--- config.mk ---
export PLATFORM = sky130hd
export DESIGN_NAME = instr_fetch_sequencer_flat
export DESIGN_NICKNAME = d
export VERILOG_FILES = /design/src/rtl/instr_fetch_sequencer_if.sv /design/src/rtl/instr_fetch_sequencer.sv /design/src/flat_wrapper.sv
export SDC_FILE = /design/constraint.sdc
export NUM_CORES = 1
export LEC_CHECK = 0
export CAP_MARGIN = 10
export CORE_UTILIZATION = 55
export CTS_BUF_LIST = sky130_fd_sc_hd__clkbuf_8
export CTS_CLUSTER_SIZE = 16
export DETAILED_ROUTE_END_ITERATION = 7
export DONT_BUFFER_PORTS = 1
export PLACE_DENSITY = 0.7
export SLEW_MARGIN = 20
export SYNTH_ARGS = -nofsm -noshare
export SYNTH_HDL_FRONTEND = slang
export SYNTH_SLANG_ARGS = --single-unit
--- constraint.sdc ---
create_clock -name Clock -period 1.8 [get_ports Clock]
set_input_delay 0.27 -clock Clock [delete_from_list [all_inputs] [get_ports Clock]]
set_output_delay 0.27 -clock Clock [all_outputs]
set_load 0.02 [all_outputs]
--- src/rtl/instr_fetch_sequencer_if.sv ---
// Bundle of the fetch sequencer's control, memory and register-load signals.
//   master : the sequencer. It takes Start, PC, MemData and MemAck and drives
//            the memory request, the IR/PC load controls and the status pulses.
//   slave  : the surrounding datapath, memory and control unit.
interface instr_fetch_sequencer_if;
    logic        Start;
    logic [15:0] PC;
    logic [7:0]  MemData;
    logic        MemAck;
    logic [15:0] MemAddr;
    logic        MemReq;
    logic [15:0] IR_I;
    logic [2:0]  IR_FunSel;
    logic        IR_E;
    logic [2:0]  PC_FunSel;
    logic        PC_E;
    logic        Busy;
    logic        Done;
    logic        Timeout;

    modport master (
        input  Start, PC, MemData, MemAck,
        output MemAddr, MemReq, IR_I, IR_FunSel, IR_E, PC_FunSel, PC_E,
               Busy, Done, Timeout
    );

    modport slave (
        output Start, PC, MemData, MemAck,
        input  MemAddr, MemReq, IR_I, IR_FunSel, IR_E, PC_FunSel, PC_E,
               Busy, Done, Timeout
    );
endinterface

--- src/rtl/instr_fetch_sequencer.sv ---
// Fetches one 16-bit instruction as two bytes (PC, then PC+1) from byte-wide
// memory and loads them into the instruction register, low byte first.
// The PC register is incremented after each byte.
//   Clock  : rising-edge clock
//   Reset  : asynchronous, active-low
//   bus    : master modport. Inputs are Start, PC, MemData and MemAck.
//            Outputs are MemAddr/MemReq, IR_I/IR_FunSel/IR_E,
//            PC_FunSel/PC_E and Busy/Done/Timeout.
// With TIMEOUT != 0, a byte that gets no MemAck within TIMEOUT request
// cycles aborts the fetch and raises a single Timeout pulse.
module instr_fetch_sequencer #(
    parameter int TIMEOUT = 15,
    parameter int CNT_W   = 4
) (
    input  logic                    Clock,
    input  logic                    Reset,
    instr_fetch_sequencer_if.master bus
);
    typedef enum logic [2:0] {
        S_IDLE, S_REQ_LO, S_LOAD_LO, S_REQ_HI, S_LOAD_HI, S_DONE, S_ABORT
    } state_t;

    localparam bit               TO_EN   = (TIMEOUT != 0);
    // Value of cnt_q in the last request cycle allowed before abort.
    localparam logic [CNT_W-1:0] TO_LAST = CNT_W'(TIMEOUT - 1);

    state_t           state_q, state_d;
    logic [CNT_W-1:0] cnt_q, cnt_d;
    logic [7:0]       byte_q, byte_d;

    logic [15:0] mem_addr;
    logic        mem_req, ir_e, pc_e, done, tout;
    logic [2:0]  ir_fs, pc_fs;

    always_ff @(posedge Clock or negedge Reset) begin
        if (!Reset) begin
            state_q <= S_IDLE;
            cnt_q   <= '0;
            byte_q  <= 8'h00;
        end else begin
            state_q <= state_d;
            cnt_q   <= cnt_d;
            byte_q  <= byte_d;
        end
    end

    always_comb begin
        state_d  = state_q;
        cnt_d    = cnt_q;
        byte_d   = byte_q;
        mem_req  = 1'b0;
        mem_addr = 16'h0000;
        ir_e     = 1'b0;
        ir_fs    = 3'b000;
        pc_e     = 1'b0;
        pc_fs    = 3'b000;
        done     = 1'b0;
        tout     = 1'b0;
        unique case (state_q)
            S_IDLE: begin
                if (bus.Start) begin
                    state_d = S_REQ_LO;
                    cnt_d   = '0;
                end
            end
            S_REQ_LO, S_REQ_HI: begin
                mem_req  = 1'b1;
                // REQ_HI sees the PC already incremented by LOAD_LO, so no adder here.
                mem_addr = bus.PC;
                if (bus.MemAck) begin
                    byte_d  = bus.MemData;
                    state_d = (state_q == S_REQ_LO) ? S_LOAD_LO : S_LOAD_HI;
                end else if (TO_EN && cnt_q == TO_LAST) begin
                    state_d = S_ABORT;
                end else begin
                    cnt_d = cnt_q + 1'b1;
                end
            end
            S_LOAD_LO: begin
                ir_e    = 1'b1;
                ir_fs   = 3'b101;
                pc_e    = 1'b1;
                pc_fs   = 3'b001;
                state_d = S_REQ_HI;
                cnt_d   = '0;
            end
            S_LOAD_HI: begin
                ir_e    = 1'b1;
                ir_fs   = 3'b110;
                pc_e    = 1'b1;
                pc_fs   = 3'b001;
                state_d = S_DONE;
            end
            S_DONE: begin
                done    = 1'b1;
                state_d = S_IDLE;
            end
            S_ABORT: begin
                tout    = 1'b1;
                state_d = S_IDLE;
            end
            default: state_d = S_IDLE;
        endcase
    end

    assign bus.MemAddr   = mem_addr;
    assign bus.MemReq    = mem_req;
    assign bus.IR_I      = {8'h00, byte_q};
    assign bus.IR_FunSel = ir_fs;
    assign bus.IR_E      = ir_e;
    assign bus.PC_FunSel = pc_fs;
    assign bus.PC_E      = pc_e;
    assign bus.Busy      = (state_q != S_IDLE);
    assign bus.Done      = done;
    assign bus.Timeout   = tout;
endmodule

--- src/flat_wrapper.sv ---
// flat-port wrapper written by rule: the top's interface ports become plain ports
module instr_fetch_sequencer_flat 
#(
    parameter int TIMEOUT = 15,
    parameter int CNT_W   = 4
)
  (Clock, Reset, bus_Start, bus_PC, bus_MemData, bus_MemAck, bus_MemAddr, bus_MemReq, bus_IR_I, bus_IR_FunSel, bus_IR_E, bus_PC_FunSel, bus_PC_E, bus_Busy, bus_Done, bus_Timeout);
  instr_fetch_sequencer_if bus_i ();
  input  logic Clock;
  input  logic Reset;
  input wire logic [$bits(bus_i.Start)-1:0] bus_Start;
  input wire logic [$bits(bus_i.PC)-1:0] bus_PC;
  input wire logic [$bits(bus_i.MemData)-1:0] bus_MemData;
  input wire logic [$bits(bus_i.MemAck)-1:0] bus_MemAck;
  output wire logic [$bits(bus_i.MemAddr)-1:0] bus_MemAddr;
  output wire logic [$bits(bus_i.MemReq)-1:0] bus_MemReq;
  output wire logic [$bits(bus_i.IR_I)-1:0] bus_IR_I;
  output wire logic [$bits(bus_i.IR_FunSel)-1:0] bus_IR_FunSel;
  output wire logic [$bits(bus_i.IR_E)-1:0] bus_IR_E;
  output wire logic [$bits(bus_i.PC_FunSel)-1:0] bus_PC_FunSel;
  output wire logic [$bits(bus_i.PC_E)-1:0] bus_PC_E;
  output wire logic [$bits(bus_i.Busy)-1:0] bus_Busy;
  output wire logic [$bits(bus_i.Done)-1:0] bus_Done;
  output wire logic [$bits(bus_i.Timeout)-1:0] bus_Timeout;
  assign bus_i.Start = bus_Start;
  assign bus_i.PC = bus_PC;
  assign bus_i.MemData = bus_MemData;
  assign bus_i.MemAck = bus_MemAck;
  assign bus_MemAddr = bus_i.MemAddr;
  assign bus_MemReq = bus_i.MemReq;
  assign bus_IR_I = bus_i.IR_I;
  assign bus_IR_FunSel = bus_i.IR_FunSel;
  assign bus_IR_E = bus_i.IR_E;
  assign bus_PC_FunSel = bus_i.PC_FunSel;
  assign bus_PC_E = bus_i.PC_E;
  assign bus_Busy = bus_i.Busy;
  assign bus_Done = bus_i.Done;
  assign bus_Timeout = bus_i.Timeout;
  instr_fetch_sequencer #(.TIMEOUT(TIMEOUT), .CNT_W(CNT_W)) u_core (.Clock(Clock), .Reset(Reset), .bus(bus_i));
endmodule
Yosys cells after proc, flatten, opt, wreduce, memory -nomap -nowiden
Cells that the tools add are included.
Word-level totals
  memory bits (writable): 0
  logic and storage cells: 39
  ROM bits: 0
  bits in registers: 15
  memories: 0
  bits in latches: 0
Operators by class
  $lt $le $gt $ge: 0
  reductions and logical operators: 8
  multiplexer cells: 16
  multipliers: 0
  bitwise logic cells: 0
  add/sub/neg operators: 1
  div/mod/pow operators: 0
  eq/ne operators: 11
  shift operators: 0
Operator list (count)
  $mux 16: 1
  $mux 3: 4
  $mux 4: 3
  $pmux 3 s4: 1
  $pmux 4 s3: 1
  $eq 3x3->1 const B: 3
  $eq 3x2->1 const B: 2
  $ne 2x2->1 const B: 3
  $pmux 3 s2: 1
  $reduce_bool 3->1: 2
  $mux 1: 5
  $add 4x1->4 const B: 1
  $eq 4x4->1 const B: 1
  $reduce_and 2->1: 2
  $reduce_and 4->1: 1
  $reduce_or 2->1: 2
  $eq 3x1->1 const B: 1
  $logic_not 3->1: 1
  $ne 3x2->1 const B: 1

Depth between registers and ports, before layout
  depth after elaboration: 4
  depth in mapped cells: 5
  depth with buffers taken out: 5

Least setup slack after synthesis
OpenSTA, ideal clock, no wires.
  kind: reg2out
  start point: register u_core.state_q[0]
  end point: output port bus_IR_FunSel[2]
  slack: -0.098 ns
  data required time: 1.530 ns
  stages on the path, launching flop included: 5
  data arrival time: 1.628 ns
  buffers on the path: 2
  cell sequence: dfrtp_1 -> buf_4 -> nor3b_1 -> or2_2 -> buf_4
Between the ends
  cells in the longest elaborated chain, start to end: 2
  elaborated cells between the ends (all ways): 3
RTL lines
  start: declaration: RTL line instr_fetch_sequencer.sv:27  | state_t state_q, state_d;
  start signal: assignment: RTL line instr_fetch_sequencer.sv:41  | state_q <= state_d;
  $eq 3x3->1 or $eq 3x2->1 (tied branches): RTL line instr_fetch_sequencer.sv:59  | unique case (state_q)
  $pmux 3 s2 (*): RTL line instr_fetch_sequencer.sv:59
  end: declaration: RTL line flat_wrapper.sv:18  | output wire logic [$bits(bus_i.IR_FunSel)-1:0] bus_IR_FunSel;
Every way passes the cells marked *; elsewhere a longest branch is shown, timed or not.

Worst setup path in the final report
  start point: register u_core.state_q[1]
  end point: output port bus_IR_FunSel[2]
The elaborated chain is that of the path after synthesis.

==> run metrics <==
Max Fclk=roughly 0.59 GHz; CTS Buf Count=3; Worst Clk Skew=about 0.0026 ns; number of global-route vias before repair=roughly 560; root buffer cell=clkbuf_8; DR WL/cell=14.9 um; Core ar.=between 1500 and 2000 um2; combinational power share=between 40% and 50%; Clock power frac=13.1%; largest net degree at the start of global routing=20; max cap viols=0; clk sink count=15; Die Ht=roughly 44 um; Power Dens Cells=around 2000 nW/um2; 1st-iter DRT viols=12; Slew @ Worst Pin=around 0.63 ns; initial core utilization=approximately three fifths; sequential fraction of the synthesis area=between 30 and 40%; worst hold start=bus_MemData[3]; Buffers on Ports=0; total power=roughly 2.0 mW; setup_tns=0 ns; Layout area overhead=2.57%; H-Tree Depth=1; final hold violations=0; Vias=662; Lkg Pwr=slightly below 0.5 nW; CTS tree=yes; Layout fillers=approximately 140; Slew headroom=between 50% and 60%; clk_lat worst skew=around 0.24 ns; die area=1940 um2; RSZ-0062 raised after global routing=false; Yosys Warn Count=0; Int Pwr=between 1 and 1.5 mW; sw power=0.976 mW; # IOs=72; maximum fanout along the worst path=10; Mapped Area=a little under 1000 um2; reg2reg start=u_core.state_q[2]; failing checks=design-rule violations; layout cells sized above 1=28.9%; total global-route track usage=about 17%; top layer in use=met4; routed wl met3=between 150 and 200 um; Metal-1 WL=about 630 um; n_diodes=0; Synth cell types=35; Final setup viols=0; Setup Fix Bufs, Post-CTS=0; Worst setup EP type=output port; drc violations=8; Sw Ratio=between 40% and 50%; via/cell ratio=5.86; Worst-path clk slew=around 0.060 ns; flops & latches, synth=15; crit path launch=u_core.state_q[1]; GPL Wtd Cong=around 0.76; critical path data required time=roughly 1.5 ns; crit path DAT=1.43 ns; gr ovfl total=0; met2 wire length=859 um; Flop pwr share=between 30 and 40%; peak supply drop=roughly 0.00096 V; nets=128; Cells after Synth=96; row cnt=14; status=finished, violations left; WL final=between 1500 and 2000 um; minimum clock period=1.70 ns; DP HPWL=about 1300 um; worst min path class=input port to flip-flop; global-route wire length before repair=2420 um; mean post-synth cell area=roughly 10 um2; Die Width=~44 um; Slew Limit Fails=0; critical path launch point type=flip-flop; post-layout util=63.4%; CTS Buffer Depth=2; initial antenna violation count=0; first-pass iteration count of the detailed router=6; Final period util=between 90% and 100%; post-route ant nets=0; Crit Path Class=flip-flop to output port
## per-layer routing
layer	up-vias	track usage [%]
met5	-	0
met4	0	7.27
met3	2	3.67
met2	47	29.1
met1	307	20.4
li1	306	-
## registers in the layout, indices dropped and copies added, names as in the netlist
name / flops
u_core.cnt_q: 4
u_core.byte_q: 8
u_core.state_q: 3
## worst paths after layout
check	to	slack (ns)	cells past startpoint
worst max-delay path	bus_IR_FunSel[2]	0.10	3
worst min-delay path	u_core.byte_q[3]	0.17	1
worst max register to register	u_core.byte_q[7]	0.29	3
worst min register to register	u_core.cnt_q[3]	0.56	1
max in group asynchronous	u_core.byte_q[2]	0.91	1
min in group asynchronous	u_core.cnt_q[1]	0.48	1
## power groups by stage
stage | logic (mW) | registers [mW] | clock network, mW
detailed placement | 0.930 | 0.780 | 0
finish | 0.952 | 0.777 | 0.261
CTS | 0.949 | 0.775 | 0.268
global route | 1.03 | 0.808 | 0.278
global placement | 0.906 | 0.766 | 0
floorplan | 0.976 | 0.682 | 0
## critical path, stage by stage, from the launching register on
cell and delay (ns):
dfrtp_1 0.48, nor3b_2 0.21, or2_2 0.32, buf_4 0.18
## per-stage QoR
step | cells | hold slack (ns) | instance area, um2 | worst slack, ns
2_1_floorplan | 105 | -0.0256 | 1020 | 0.174
3_3_place_gp | 107 | -0.0253 | 936 | 0.255
3_5_place_dp | 107 | -0.0252 | 936 | 0.181
4_1_cts | 112 | 0.169 | 992 | 0.0721
5_1_grt | 113 | 0.166 | 1000 | 0.0301
6_report | 113 | 0.173 | 1000 | 0.103
## logic make-up (layout without fill, tap and decap cells)
family,count (synthesis),after routing,synth area share [%]
adder cells (fa/ha/maj),2,2,2.57
buffers and inverters,20,11,14.4
multiplexers,9,9,10.4
AND/OR/NAND/NOR,39,40,26.4
flip-flops,15,15,38.5
other,1,10,0.385
AO/OA/AOI/OAI,10,10,7.32
## area by class of cell
class                      count  area [um2]  area share, %
inverter                       2        7.51          0.751
multi-input combinational     71         512           51.2
tap                           16        20.0           2.00
clock buffer                   3        41.3           4.13
sequential                    15         375           37.5
clock inverter                 1        3.75          0.375
timing repair buffer           5        40.0           4.01
## cells in the mapped netlist
cell type	n	share of area, %
and2_2	1	0.77
or3_2	1	0.77
a221o_1	1	1.0
buf_6	1	1.2
nor3_1	2	1.0
conb_1	1	0.38
nor2_2	1	0.64
ha_1	2	2.6
mux2_2	9	10
nand3_1	1	0.51
or3b_4	1	1.2
nand4_1	1	0.64
or2_2	1	0.64
nand2b_1	1	0.64
nor2_1	1	0.38
and3_2	1	0.77
o311ai_1	1	0.90
and3b_2	1	1.0
buf_2	1	0.51
a22o_1	1	0.90
inv_1	2	0.77
and2_1	16	10
a21oi_1	3	1.5
and4bb_1	1	1.3
nor2b_1	2	1.3
o21ai_0	2	1.0
buf_4	15	12
nand2_2	1	0.64
a211o_2	1	1.0
a211o_1	1	0.90
nand2_1	2	0.77
nor3b_1	3	2.3
dfrtp_1	15	39
clkbuf_1	1	0.38
and2b_2	1	0.90
## repair_timing
item                                    4_1_cts  5_1_grt
endpoints found under the setup margin        2        4
cloned                                        0        1
hold buffers                                  1        0
resized for setup                             1        0
endpoints found under the hold margin        15        0
## cells in the final DEF (no fill, tap or decap), drive strengths merged
| cell type | Yosys | routed |
|---|---|---|
| a221o | 1 | 1 |
| a21oi | 3 | 3 |
| nor3b | 3 | 3 |
| and4bb | 1 | 1 |
| and3 | 1 | 1 |
| nor3 | 2 | 2 |
| conb | 1 | 10 |
| or2 | 1 | 1 |
| nor2b | 2 | 2 |
| inv | 2 | 3 |
| nand3 | 1 | 1 |
| o21ai | 2 | 2 |
| a211o | 2 | 2 |
| dfrtp | 15 | 15 |
| nand4 | 1 | 1 |
| nand2b | 1 | 1 |
| and2b | 1 | 2 |
| mux2 | 9 | 9 |
| or3 | 1 | 1 |
| buf | 17 | 4 |
| o311ai | 1 | 1 |
| clkbuf | 1 | 3 |
| nor2 | 2 | 2 |
| dlygate4sd3 | 0 | 1 |
| nand2 | 3 | 3 |
| ha | 2 | 2 |
| and3b | 1 | 1 |
| and2 | 17 | 17 |
| or3b | 1 | 1 |
| a22o | 1 | 1 |
Power figures use the tool's default switching activity.
